$ cat config.mk
export PLATFORM = sky130hd
export DESIGN_NAME = uart_tx_arbiter_flat
export DESIGN_NICKNAME = d
export VERILOG_FILES = /design/src/rtl/uart_tx_arbiter_pkg.sv /design/src/rtl/uart_tx_arbiter_if.sv /design/src/rtl/uart_tx_arbiter_rr_priority_picker.sv /design/src/rtl/uart_tx_arbiter.sv /design/src/flat_wrapper.sv
export SDC_FILE = /design/constraint.sdc
export NUM_CORES = 1
export LEC_CHECK = 0
export CORE_ASPECT_RATIO = 2
export CORE_MARGIN = 5
export CORE_UTILIZATION = 34
export CTS_CLUSTER_SIZE = 8
export DETAILED_ROUTE_END_ITERATION = 16
export PLACE_DENSITY = 0.58
export SETUP_SLACK_MARGIN = 0.5
export SLEW_MARGIN = 25
export SYNTH_ARGS = -nofsm -noshare
export SYNTH_HDL_FRONTEND = slang
export SYNTH_HIERARCHICAL = 1
export SYNTH_SLANG_ARGS = --single-unit
$ cat constraint.sdc
create_clock -name clk -period 4.3 [get_ports clk]
set_clock_uncertainty 0.15 [all_clocks]
set_input_delay 0.645 -clock clk [delete_from_list [all_inputs] [get_ports clk]]
set_output_delay 0.645 -clock clk [all_outputs]
set_load 0.03 [all_outputs]
$ cat src/rtl/uart_tx_arbiter_pkg.sv
// Shared definitions for the debug UART transmit arbiter: default sizing and FSM state encodings.
package uart_tx_arbiter_pkg;

  localparam int ARB_NUM_REQ       = 4;
  localparam int ARB_REQ_IDX_WIDTH = 2;
  localparam int ARB_UART_LEN      = 8;
  localparam int ARB_TIMEOUT       = 1024;
  localparam int ARB_TIMER_WIDTH   = 10;

  typedef enum logic [1:0] {
    ARB_IDLE = 2'd0,
    ARB_HOLD = 2'd1,
    ARB_WAIT = 2'd2
  } arb_state_e;

endpackage

$ cat src/rtl/uart_tx_arbiter_if.sv
// Byte handshake bundle between the packet sources, the arbiter and the TX serializer.
interface uart_tx_arbiter_if
  import uart_tx_arbiter_pkg::*;
#(
  parameter int NUM_REQ  = ARB_NUM_REQ,
  parameter int UART_LEN = ARB_UART_LEN
);

  logic [NUM_REQ-1:0]          req_valid;
  logic [NUM_REQ*UART_LEN-1:0] req_byte;
  logic [NUM_REQ-1:0]          req_last;
  logic [NUM_REQ-1:0]          req_ready;
  logic                        tx_start;
  logic [UART_LEN-1:0]         tx_byte;
  logic                        tx_done;

  // slave is the arbiter's view; master is the requester/serializer side
  modport slave (
    input  req_valid, req_byte, req_last, tx_done,
    output req_ready, tx_start, tx_byte
  );

  modport master (
    output req_valid, req_byte, req_last, tx_done,
    input  req_ready, tx_start, tx_byte
  );

endinterface

$ cat src/rtl/uart_tx_arbiter_rr_priority_picker.sv
// Combinational round-robin search: first set request at or after ptr, wrapping at NUM_REQ-1.
module uart_tx_arbiter_rr_priority_picker #(
  parameter int NUM_REQ   = 4,
  parameter int IDX_WIDTH = 2
) (
  input  logic [NUM_REQ-1:0]   req,
  input  logic [IDX_WIDTH-1:0] ptr,
  output logic                 found,
  output logic [IDX_WIDTH-1:0] idx
);

  // Walk the candidates explicitly so non-power-of-two NUM_REQ wraps correctly
  always_comb begin
    logic [IDX_WIDTH-1:0] cand;
    found = 1'b0;
    idx   = '0;
    cand  = ptr;
    for (int k = 0; k < NUM_REQ; k++) begin
      if (!found && req[cand]) begin
        found = 1'b1;
        idx   = cand;
      end
      cand = (int'(cand) == NUM_REQ - 1) ? '0 : cand + 1'b1;
    end
  end

endmodule

$ cat src/rtl/uart_tx_arbiter.sv
// Shares the debug UART byte transmitter between packet sources; round-robin grant locked per packet,
// with stall timeout and flush.
module uart_tx_arbiter
  import uart_tx_arbiter_pkg::*;
#(
  parameter int NUM_REQ       = ARB_NUM_REQ,
  parameter int REQ_IDX_WIDTH = ARB_REQ_IDX_WIDTH,
  parameter int UART_LEN      = ARB_UART_LEN,
  parameter int TIMEOUT       = ARB_TIMEOUT,
  parameter int TIMER_WIDTH   = ARB_TIMER_WIDTH
) (
  input  logic                     clk,
  input  logic                     rst_n,
  uart_tx_arbiter_if.slave         bus,
  input  logic                     flush,
  output logic                     grant_valid,
  output logic [REQ_IDX_WIDTH-1:0] grant_id,
  output logic                     err_timeout
);

  arb_state_e               state, state_nxt;
  logic [REQ_IDX_WIDTH-1:0] rr_ptr, rr_ptr_nxt, grant_id_nxt, grant_inc, pick_idx;
  logic                     pick_found;
  logic [TIMER_WIDTH-1:0]   timer, timer_nxt;
  logic                     tx_start_r, tx_start_nxt;
  logic [UART_LEN-1:0]      tx_byte_r, tx_byte_nxt, sel_byte;
  logic                     last_r, last_nxt, sel_valid, sel_last;
  logic                     flush_pend, flush_pend_nxt;
  logic                     grant_valid_nxt, err_timeout_nxt;
  logic [NUM_REQ-1:0]       req_ready_c;

  uart_tx_arbiter_rr_priority_picker #(
    .NUM_REQ   (NUM_REQ),
    .IDX_WIDTH (REQ_IDX_WIDTH)
  ) u_picker (
    .req   (bus.req_valid),
    .ptr   (rr_ptr),
    .found (pick_found),
    .idx   (pick_idx)
  );

  assign sel_valid = bus.req_valid[grant_id];
  assign sel_last  = bus.req_last[grant_id];
  assign sel_byte  = bus.req_byte[int'(grant_id)*UART_LEN +: UART_LEN];
  assign grant_inc = (int'(grant_id) == NUM_REQ - 1) ? '0 : grant_id + 1'b1;

  assign bus.req_ready = req_ready_c;
  assign bus.tx_start  = tx_start_r;
  assign bus.tx_byte   = tx_byte_r;

  always_comb begin
    state_nxt       = state;
    rr_ptr_nxt      = rr_ptr;
    grant_id_nxt    = grant_id;
    grant_valid_nxt = grant_valid;
    timer_nxt       = timer;
    tx_start_nxt    = 1'b0;
    tx_byte_nxt     = tx_byte_r;
    last_nxt        = last_r;
    flush_pend_nxt  = flush_pend;
    err_timeout_nxt = 1'b0;
    req_ready_c     = '0;
    case (state)
      ARB_IDLE: begin
        if (!flush && pick_found) begin
          grant_id_nxt    = pick_idx;
          grant_valid_nxt = 1'b1;
          timer_nxt       = '0;
          state_nxt       = ARB_HOLD;
        end
      end
      ARB_HOLD: begin
        // Flush wins over a byte offered in the same cycle
        if (flush) begin
          rr_ptr_nxt      = grant_inc;
          grant_valid_nxt = 1'b0;
          flush_pend_nxt  = 1'b0;
          state_nxt       = ARB_IDLE;
        end else if (sel_valid) begin
          req_ready_c[grant_id] = 1'b1;
          tx_byte_nxt           = sel_byte;
          last_nxt              = sel_last;
          tx_start_nxt          = 1'b1;
          state_nxt             = ARB_WAIT;
        end else if (timer == TIMER_WIDTH'(TIMEOUT - 1)) begin
          err_timeout_nxt = 1'b1;
          rr_ptr_nxt      = grant_inc;
          grant_valid_nxt = 1'b0;
          state_nxt       = ARB_IDLE;
        end else begin
          timer_nxt = timer + 1'b1;
        end
      end
      ARB_WAIT: begin
        if (flush) flush_pend_nxt = 1'b1;
        if (bus.tx_done) begin
          if (last_r || flush_pend || flush) begin
            rr_ptr_nxt      = grant_inc;
            grant_valid_nxt = 1'b0;
            flush_pend_nxt  = 1'b0;
            state_nxt       = ARB_IDLE;
          end else begin
            timer_nxt = '0;
            state_nxt = ARB_HOLD;
          end
        end
      end
      default: state_nxt = ARB_IDLE;
    endcase
  end

  always_ff @(posedge clk or negedge rst_n) begin
    if (!rst_n) begin
      state       <= ARB_IDLE;
      rr_ptr      <= '0;
      grant_id    <= '0;
      grant_valid <= 1'b0;
      timer       <= '0;
      tx_start_r  <= 1'b0;
      tx_byte_r   <= '0;
      last_r      <= 1'b0;
      flush_pend  <= 1'b0;
      err_timeout <= 1'b0;
    end else begin
      state       <= state_nxt;
      rr_ptr      <= rr_ptr_nxt;
      grant_id    <= grant_id_nxt;
      grant_valid <= grant_valid_nxt;
      timer       <= timer_nxt;
      tx_start_r  <= tx_start_nxt;
      tx_byte_r   <= tx_byte_nxt;
      last_r      <= last_nxt;
      flush_pend  <= flush_pend_nxt;
      err_timeout <= err_timeout_nxt;
    end
  end

endmodule
$ cat src/flat_wrapper.sv
// flat-port wrapper written by rule: the top's interface ports become plain ports
module uart_tx_arbiter_flat import uart_tx_arbiter_pkg::*;
#(
  parameter int NUM_REQ       = ARB_NUM_REQ,
  parameter int REQ_IDX_WIDTH = ARB_REQ_IDX_WIDTH,
  parameter int UART_LEN      = ARB_UART_LEN,
  parameter int TIMEOUT       = ARB_TIMEOUT,
  parameter int TIMER_WIDTH   = ARB_TIMER_WIDTH
)
  (clk, rst_n, flush, grant_valid, grant_id, err_timeout, bus_req_valid, bus_req_byte, bus_req_last, bus_tx_done, bus_req_ready, bus_tx_start, bus_tx_byte);
  uart_tx_arbiter_if #(.NUM_REQ(NUM_REQ), .UART_LEN(UART_LEN)) bus_i ();
  input  logic clk;
  input  logic rst_n;
  input  logic flush;
  output logic grant_valid;
  output logic [REQ_IDX_WIDTH-1:0] grant_id;
  output logic err_timeout;
  input wire logic [$bits(bus_i.req_valid)-1:0] bus_req_valid;
  input wire logic [$bits(bus_i.req_byte)-1:0] bus_req_byte;
  input wire logic [$bits(bus_i.req_last)-1:0] bus_req_last;
  input wire logic [$bits(bus_i.tx_done)-1:0] bus_tx_done;
  output wire logic [$bits(bus_i.req_ready)-1:0] bus_req_ready;
  output wire logic [$bits(bus_i.tx_start)-1:0] bus_tx_start;
  output wire logic [$bits(bus_i.tx_byte)-1:0] bus_tx_byte;
  assign bus_i.req_valid = bus_req_valid;
  assign bus_i.req_byte = bus_req_byte;
  assign bus_i.req_last = bus_req_last;
  assign bus_i.tx_done = bus_tx_done;
  assign bus_req_ready = bus_i.req_ready;
  assign bus_tx_start = bus_i.tx_start;
  assign bus_tx_byte = bus_i.tx_byte;
  uart_tx_arbiter #(.NUM_REQ(NUM_REQ), .REQ_IDX_WIDTH(REQ_IDX_WIDTH), .UART_LEN(UART_LEN), .TIMEOUT(TIMEOUT), .TIMER_WIDTH(TIMER_WIDTH)) u_core (.clk(clk), .rst_n(rst_n), .bus(bus_i), .flush(flush), .grant_valid(grant_valid), .grant_id(grant_id), .err_timeout(err_timeout));
endmodule
== Word level (Yosys, flattened, before mapping) ==
Cells that the tools add are included.
Widths: inputs -> output; s select.

* Output and inout port bits: 17
* Bits of input ports: 44
* Register bits after elaboration: 29
* Word-level logic and storage cells: 130

* Reduce and logical (&&, ||, !) cells: 21
* Mux-type cells: 68
* Bitwise operators: 1
* Magnitude comparators: 6
* Add/sub/neg operators: 5
* Shift operators: 1
* Equal/unequal tests: 18

{| class="wikitable"
|+ Operator list
! kind !! number
|-
| $mux 10 || 6
|-
| $mux 2 || 18
|-
| $shiftx 32x6->8 || 1
|-
| $pmux 10 s3 || 1
|-
| $mux 1 || 29
|-
| $lt 2x3->1 const B || 5
|-
| $bmux 1 s2 || 6
|-
| $mux 4 || 3
|-
| $ne 2x2->1 const B || 6
|-
| $add 10x1->10 const B || 1
|-
| $eq 10x10->1 const B || 1
|-
| $eq 2x1->1 const B || 5
|-
| $add 2x1->2 const B || 4
|-
| $reduce_and 7->1 || 1
|-
| $pmux 2 s3 || 1
|-
| $reduce_and 3->1 || 2
|-
| $reduce_and 6->1 || 1
|-
| $logic_and 1x1->1 || 5
|-
| $reduce_and 5->1 || 1
|-
| $logic_not 1->1 || 4
|-
| $ne 2x1->1 const B || 2
|-
| $ne 4x2->1 const B || 1
|-
| $pmux 2 s2 || 1
|-
| $reduce_and 2->1 || 2
|-
| other kinds (12) || 13
|}

== Depth between registers and ports, before layout ==
Gate-level depths: netlist of run 1.

* Depth after elaboration: 15
* Depth in mapped cells: 11
* Depth with buffers taken out: 9

== Cells and area by module ==
The synthesis of run 1 kept the hierarchy.

{| class="wikitable"
|+ Modules (own cells, without submodules)
! module !! cells an instance !! area each (um^2) !! instances !! seq. area each (um^2)
|-
| uart_tx_arbiter || 197 || 1935.6 || 1 || 725.7
|-
| uart_tx_arbiter_rr_priority_picker || 41 || 285.3 || 1 || 0.0
|}

== Worst setup path after synthesis of run 1 ==
OpenSTA, ideal clock, no wires.

* Path type: reg-to-reg
* Start point: register u_core.rr_ptr[0]
* End point: register u_core.timer[7]
* Required time: 4024 ps
* Slack: 1455 ps
* Period minus slack after synthesis: 2845 ps
* Setup time: 126 ps
* Cell stages (with the launch flop): 11
* Arrival time: 2570 ps
* Buffers on the path: 1
* Cell sequence: dfrtp_1 ha_1 buf_6 or4b_1 o31a_1 o2bb2ai_1 nand2_1 nor2b_1 o2111ai_1 nor3_1 a221o_1

* Word-level cells in the longest chain between the ends: 15
* Elaborated cells on any way between the ends: 30
* Those cells by class: add/sub (3); eq/ne (4); mux (15); reduce/logical (8)

{| class="wikitable"
|+ Ends and longest elaborated chain
! element !! RTL line !! source
|-
| from (decl) || uart_tx_arbiter.sv:22 || <nowiki>logic [REQ_IDX_WIDTH-1:0] rr_ptr, rr_ptr_nxt, grant_id_nxt, grant_inc, pick_idx;</nowiki>
|-
| from (signal assigned) || uart_tx_arbiter.sv:126 || <nowiki>rr_ptr <= rr_ptr_nxt;</nowiki>
|-
| parallel branches: the longest is 11 deep, another holds $add 2x1->2 || - ||
|-
| $mux 1 * || uart_tx_arbiter_rr_priority_picker.sv:19 || <nowiki>if (!found && req[cand]) begin</nowiki>
|-
| named net u_core.pick_found || uart_tx_arbiter.sv:23 || <nowiki>logic pick_found;</nowiki>
|-
| $logic_and 1x1->1 * || uart_tx_arbiter.sv:65 || <nowiki>if (!flush && pick_found) begin</nowiki>
|-
| $ne 2x1->1 (no line) * || - ||
|-
| $reduce_and 7->1 (no line) * || - ||
|-
| to (signal assigned) || uart_tx_arbiter.sv:129 || <nowiki>timer <= timer_nxt;</nowiki>
|-
| to (decl) || uart_tx_arbiter.sv:24 || <nowiki>logic [TIMER_WIDTH-1:0] timer, timer_nxt;</nowiki>
|}

Mark *: on every way through the listed nets, which the timed path passes. The select of a mux whose other input is x is not followed.
A chain may end at the register's enable or synchronous reset.

== Worst setup path after layout of run 1 ==
* Start point: register u_core.state[1]
* End point: output bus_req_ready[0]

* Word-level cells in the longest chain between the ends: 2

{| class="wikitable"
|+ Ends and longest elaborated chain
! element !! RTL line !! source
|-
| from (decl) || uart_tx_arbiter.sv:21 || <nowiki>arb_state_e state, state_nxt;</nowiki>
|-
| from (signal assigned) || uart_tx_arbiter.sv:125 || <nowiki>state <= state_nxt;</nowiki>
|-
| $eq 2x1->1 || uart_tx_arbiter.sv:63 || <nowiki>case (state)</nowiki>
|-
| $mux 4 || uart_tx_arbiter.sv:63 ||
|-
| to (decl) || flat_wrapper.sv:22 || <nowiki>output wire logic [$bits(bus_i.req_ready)-1:0] bus_req_ready;</nowiki>
|}

No other way between the ends.

==> summary.txt, run 1 <==
Effective utilization at floorplan = 34.9%
Root Buffer = sky130_fd_sc_hd__clkbuf_16
Cell with the largest stage delay on the worst path = sky130_fd_sc_hd__clkdlybuf4s50_1
Clock-pin transition on the worst setup and hold timing paths = 0.05 ns
Site row count = 41
Logic depth of the worst setup path including buffers = 5
Post-route cell area = 3040 µm²
Antenna-violating nets left = 0
FF-to-FF End = u_core/state[0]
Worst Setup SP = u_core/state[1]
Number of iterations in the first detailed-routing pass = 4
Total inserted antenna cells = 0
Share of flip-flops with an asynchronous set or reset = 100%
Overall die width = 67.2 µm
Number of enable-type register cells in the synthesized netlist = 0
Cell variety after synth = 57
Top FF cell, synth = sky130_fd_sc_hd__dfrtp_1
CTS buffer count = 5
First-pass GRT wire length = 10.6 mm
Hold crit path type = flip-flop to flip-flop
Kind of start point of the critical path = flip-flop
Cell Pwr Density = 645 nW/µm²
Cell taking the most area after synthesis = sky130_fd_sc_hd__dfrtp_1
Normalized max-slew margin = 44.6%
Count of clock tree sinks = 29
VDD IR max = 0.299 mV
Setup repair after global routing missed its margin = no
Number of buffers and inverters on the critical path = 2
Outcome = finished, final reports clean
Total wirelength of the detailed-routed design = 6.27 mm
Critical R2R Launch = u_core/rr_ptr[1]
# setup viols final = 0
Sum of negative setup slack = 0 ns
R2r worst-path depth = 9
Layout overhead on the synthesized area = 36.8%
Global route overflow = 0
Family of cells with the greatest summed delay on the critical path = buffers and inverters
Worst Hold Margin = 0.323 ns
Synth warn = 6
Die area = 8350 µm²
Number of cells produced by synthesis = 238
Top cell types by occurrence after synthesis = sky130_fd_sc_hd__nand2_1, sky130_fd_sc_hd__dfrtp_1, sky130_fd_sc_hd__inv_1
Leading cell types by total area after synthesis = sky130_fd_sc_hd__dfrtp_1, sky130_fd_sc_hd__nand2_1, sky130_fd_sc_hd__mux4_2, sky130_fd_sc_hd__ha_1, sky130_fd_sc_hd__mux2_2
Count leader, synth = sky130_fd_sc_hd__nand2_1
Number of setup buffers added after CTS = 0
Final min period = 3.49 ns
Post-Place Cell Area = 2880 µm²
Fraction of synthesized cell area taken by the top area cell type = 32.7%
Post-DR wirelength/cell = 16.4 µm
Arrival time worst endpoint = 2.69 ns
Number of nets in the layout = 350
DRC marker count from the first detailed-route iteration = 107
Worst Setup Path Type = flip-flop to output port
Antenna violations before repair = 0
Vias per inst = 5.50
Actual slew at the worst max-slew pin = 0.830 ns
Global Route Usage Sum = 16.3%
Leakage power figure = 1.27 nW
Post-DP HPWL = 4.92 mm
Weighted congestion reported at the end of routability-driven placement = 0.847
Fillers = 644
Buffers added on ports = 60
Crit path max fanout = 13
Clock tree from TritonCTS = yes
Pins Over Slew Limit = 0
Maximum number of pins on one net before global-route repair = 30
Combined area of all synthesized cells = 2220 µm²
Die extent in y = 124 µm
Number of instances resized during post-cts repair = 0
I/O pin count = 61
Total core area = 6360 µm²
Fraction of final layout cells with drive strength greater than 1 = 11.1%
Cell Chain, Critical Path = inv_1 > ha_1 > nor2b_1 > and3_1 > clkdlybuf4s50_1
Number of H-tree branching levels = 2
Clock latency at the later pin of the worst-skew pair = 0.27 ns
Synth Net Count = 293
Hold Path Stages = 2
Maximum number of buffers from clock root to sink = 2
Largest stage delay on the critical path = 0.67 ns
Sequential area share after synthesis = 32.7%
Post-synthesis register bit count = 29
Via count = 2,102
Hold Fails Final Rpt = 0
Hold buffer count at CTS = 0
Number of max-cap violations = 0
Via count of the first global-routing pass = 2,169
DRC Markers = 0
Required arrival time at the worst endpoint = 3.50 ns
Termination of the worst setup path = bus_req_ready[0]
Worst R2R Setup Slack = 1.07 ns
Share of the clock period used by the worst path = 81.1%
Kind of capture point of the worst setup path = output port
Syn_area_per_cell = 9.33 µm²
Top achievable clock speed = 287 MHz
==> stage by stage <==
stage               setup WS [ns]  utilization, %  power [mW]  cells
finish                      0.811            47.8        1.96    382
global route                0.681            47.8        2.10    382
CTS                         0.804            47.8        1.97    382
detailed placement          0.890            45.3        1.61    374
global placement            0.903            45.3        1.61    374
floorplan                    1.45               -        1.28    238
==> area by class of cell <==
cell class	instances	area (µm²)	area share, %
multi-input cells	182	1370	45.2
flip-flops and latches	29	726	23.9
repair buffers	63	623	20.5
clock buffers	7	153	5.02
well taps	86	108	3.54
inverters	14	52.6	1.73
clock inverters	1	5.00	0.165
==> cell families (layout without fill, tap and decap cells) <==
kind of cell	after synthesis	in the layout	synth area share (%)
simple gates	92	92	20.4
compound gates	57	57	18.5
flops	29	29	32.7
buf+inv	27	85	5.52
mux	22	22	16.7
fa+ha+maj	11	11	6.20
==> sequential cells by signal, summed over array words and instances (netlist names), 2 cells and up <==
signal              flops
u_core/bus.tx_byte      8
u_core/timer           10
u_core/state            2
u_core/rr_ptr           2
u_core/grant_id         2
==> report_power, final <==
group          switching, mW  leakage [nW]  total [mW]  internal [mW]
sequential             0.126         0.378       0.486          0.360
combinational          0.597         0.808        1.12          0.520
clock                  0.114        0.0799       0.358          0.244
==> worst min-delay path: cells and delay by family (launching register included) <==
| kind | cells | cell delay (ns) |
|---|---|---|
| AND/OR/NAND/NOR | 2 | 0.11 |
| flip-flops | 1 | 0.33 |
==> placed cells by master, fill, tap and decap left out, types with 5 or more instances in the layout <==
cell,Yosys,routed
sky130_fd_sc_hd__nor3_1,5,5
sky130_fd_sc_hd__clkbuf_16,0,5
sky130_fd_sc_hd__a21oi_1,8,8
sky130_fd_sc_hd__mux4_2,8,8
sky130_fd_sc_hd__nand3_1,5,5
sky130_fd_sc_hd__dfrtp_1,29,29
sky130_fd_sc_hd__clkdlybuf4s50_1,0,60
sky130_fd_sc_hd__ha_1,11,11
sky130_fd_sc_hd__inv_1,13,13
sky130_fd_sc_hd__mux2_2,6,6
sky130_fd_sc_hd__and3_1,6,6
sky130_fd_sc_hd__o211ai_1,6,6
sky130_fd_sc_hd__o21ai_0,10,10
sky130_fd_sc_hd__nand2_1,49,49
==> worst min path at each step <==
stage	to	startpoint	slack [ns]
floorplan	u_core/bus.tx_byte[0]	rst_n	0.20
global placement	u_core/bus.tx_byte[6]	u_core/bus.tx_byte[6]	0.31
global route	u_core/bus.tx_byte[6]	u_core/bus.tx_byte[6]	0.37
detailed placement	u_core/bus.tx_byte[2]	u_core/bus.tx_byte[2]	0.32
CTS	u_core/bus.tx_byte[2]	u_core/bus.tx_byte[2]	0.33
finish	u_core/bus.tx_byte[6]	u_core/bus.tx_byte[6]	0.32
==> per-layer routing <==
layer  share of wire [%]  global-route usage (%)  vias to the layer above
li1                    -                       -                     1007
met1                  36                    17.2                     1016
met2                  59                    30.7                       73
met3                 4.3                    2.53                        6
met4                 1.1                    5.74                        0
met5                   0                       0                        -
Note: power is estimated with default switching activity, not from simulation.
==> inputs of run 2 (changes only) <==
- clock period: 4.3 -> 3.4 ns (I/O delays scaled with it)
==> run 2 against run 1 <==
Compared with the run above: largest cell class unchanged; sequential power grew 14%; total power grew 31%; flip-flop and latch count is the same.
==> summary.txt, run 2 (same netlist as run 1, synthesis figures left out) <==
Outcome = finished, final reports clean
Kind of start point of the critical path = input port
Normalized max-slew margin = 55.0% (+10 points)
Global route overflow = 0 (unchanged)
Die area = 8350 µm² (unchanged)
Flip-flop count of the largest register, all copies and words added = 10 (unchanged)
Number of iterations in the first detailed-routing pass = 4 (unchanged)
Maximum number of buffers from clock root to sink = 2 (unchanged)
Fillers = 656 (+1.9%)
Total core area = 6360 µm² (unchanged)
Via count = 2,136 (+1.6%)
Antenna violations before repair = 0 (unchanged)
Pins Over Slew Limit = 0 (unchanged)
Post-layout total power = 2.57 mW (+31%)
Setup repair after global routing missed its margin = no
Maximum number of pins on one net before global-route repair = 30 (unchanged)
Commonest cells after routing, fill and taps aside = sky130_fd_sc_hd__clkdlybuf4s50_1, sky130_fd_sc_hd__nand2_1, sky130_fd_sc_hd__dfrtp_1
Leakage power figure = 1.35 nW (+6.6%)
I/O pin count = 61 (unchanged)
Clock-pin transition on the worst setup and hold timing paths = 0.05 ns (about the same)
Antenna-violating nets left = 0 (unchanged)
Arrival time worst endpoint = 2.80 ns (+0.11 ns)
Number of max-cap violations = 0 (unchanged)
Count of clock tree sinks = 29 (unchanged)
Number of H-tree branching levels = 2 (unchanged)
VDD IR max = 0.361 mV (+21%)
Layout overhead on the synthesized area = 40.2%
Post-DP HPWL = 5.05 mm (+2.5%)
Total inserted antenna cells = 0 (unchanged)
CTS buffer count = 5 (unchanged)
Hold crit path type = flip-flop to flip-flop
First-pass GRT wire length = 10.7 mm (+1.1%)
Vias per inst = 5.48 (-0.47%)
Post-DR wirelength/cell = 16.6 µm (+1.5%)
DRC Markers = 0 (unchanged)
Overall die width = 67.2 µm (unchanged)
Number of placed instances, taps included = 380 (+1.6%)
Non-filler cells in the finished layout = 390 (+2.1%)
Clock latency at the later pin of the worst-skew pair = 0.28 ns (about the same)
Site row count = 41 (unchanged)
Worst Setup Path Type = input port to flip-flop
Hold Fails Final Rpt = 0 (unchanged)
Final min period = 2.79 ns
Weighted congestion reported at the end of routability-driven placement = 0.887 (+4.7%)
Root Buffer = sky130_fd_sc_hd__clkbuf_16
Top reg by flops = u_core/timer
Global Route Usage Sum = 16.6% (+0.31 points)
Number of nets in the layout = 358 (+2.3%)
Fraction of final layout cells with drive strength greater than 1 = 14.8% (+3.7 points)
Commonest non-fill, non-tap cell in the layout = sky130_fd_sc_hd__clkdlybuf4s50_1
Buffers added on ports = 60 (unchanged)
Crit path max fanout = 7 (-6)
Sum of negative setup slack = 0 ns (unchanged)
Actual slew at the worst max-slew pin = 0.676 ns (-0.155 ns)
Share of the clock period used by the worst path = 82.1%
Clock tree from TritonCTS = yes
Top achievable clock speed = 358 MHz
Cell Pwr Density = 824 nW/µm² (+28%)
Die extent in y = 124 µm (unchanged)
# setup viols final = 0 (unchanged)
Kind of capture point of the worst setup path = flip-flop
DRC marker count from the first detailed-route iteration = 132 (+23%)
Required arrival time at the worst endpoint = 3.41 ns (-0.09 ns)
Total wirelength of the detailed-routed design = 6.49 mm (+3.6%)
Via count of the first global-routing pass = 2,174 (+0.23%)
Effective utilization at floorplan = 34.9% (unchanged)
Final core utilization = 48.9% (+1.2 points)
[run 2: worst paths after layout]
path,startpoint,endpoint,slack (ns),depth (start not counted)
worst min-delay path,u_core/bus.tx_byte[2],u_core/bus.tx_byte[2],0.32,2
worst min register to register,u_core/bus.tx_byte[2],u_core/bus.tx_byte[2],0.32,2
max in group asynchronous,rst_n,u_core/timer[5],2.34,2
min in group asynchronous,rst_n,u_core/rr_ptr[1],0.48,2
worst max-delay path,bus_req_valid[0],u_core/rr_ptr[0],0.61,6
worst max register to register,u_core/rr_ptr[1],u_core/timer[6],0.67,10
[run 2: area by class of cell]
| type | instances | area (µm²) | area share (%) |
|---|---|---|---|
| clock buffers | 6 | 129 | 4.14 |
| multi-input cells | 182 | 1400 | 45.1 |
| well taps | 86 | 108 | 3.46 |
| repair buffers | 71 | 686 | 22.0 |
| inverters | 14 | 52.6 | 1.69 |
| flip-flops and latches | 29 | 726 | 23.3 |
| clock inverters | 2 | 10.0 | 0.322 |
[run 2: repair_timing]
action | 4_1_cts | 5_1_grt
endpoints found under the hold margin | 0 | 0
setup endpoints to repair | 14 | 15
cloned | 0 | 0
hold buffers | 0 | 0
gates resized for setup | 7 | 8
buffers inserted | 2 | 0
[run 2: metrics by stage]
stage                     worst slack (ns)  cell area [µm²]  hold slack, ns
after floorplan                      0.555             2220          0.0644
after global placement               0.269             2930           0.311
after detailed placement             0.247             2930           0.313
after CTS                            0.531             3100           0.326
after global routing                 0.525             3110           0.336
final                                0.607             3110           0.322
[run 2: critical path, stage by stage]
cell and delay, ns:
sky130_fd_sc_hd__clkdlybuf4s50_1 0.52, sky130_fd_sc_hd__mux4_2 0.55, sky130_fd_sc_hd__buf_4 0.17, sky130_fd_sc_hd__o41ai_2 0.42, sky130_fd_sc_hd__and4_4 0.31, sky130_fd_sc_hd__mux2_4 0.31
[run 2: per-layer routing]
layer,vias to the layer above,wire length (µm),global-route usage [%]
met3,16,206,1.71
met1,1030,2400,18.0
met5,-,0,0
met4,0,190,8.61
met2,66,3690,30.0
li1,1024,-,-
[run 2: report_power, final]
part / leakage [nW] / internal (mW) / total [mW] / switching [mW]
clock: 0.0706 / 0.268 / 0.419 / 0.151
sequential: 0.378 / 0.457 / 0.553 / 0.0966
combinational: 0.901 / 0.744 / 1.59 / 0.849
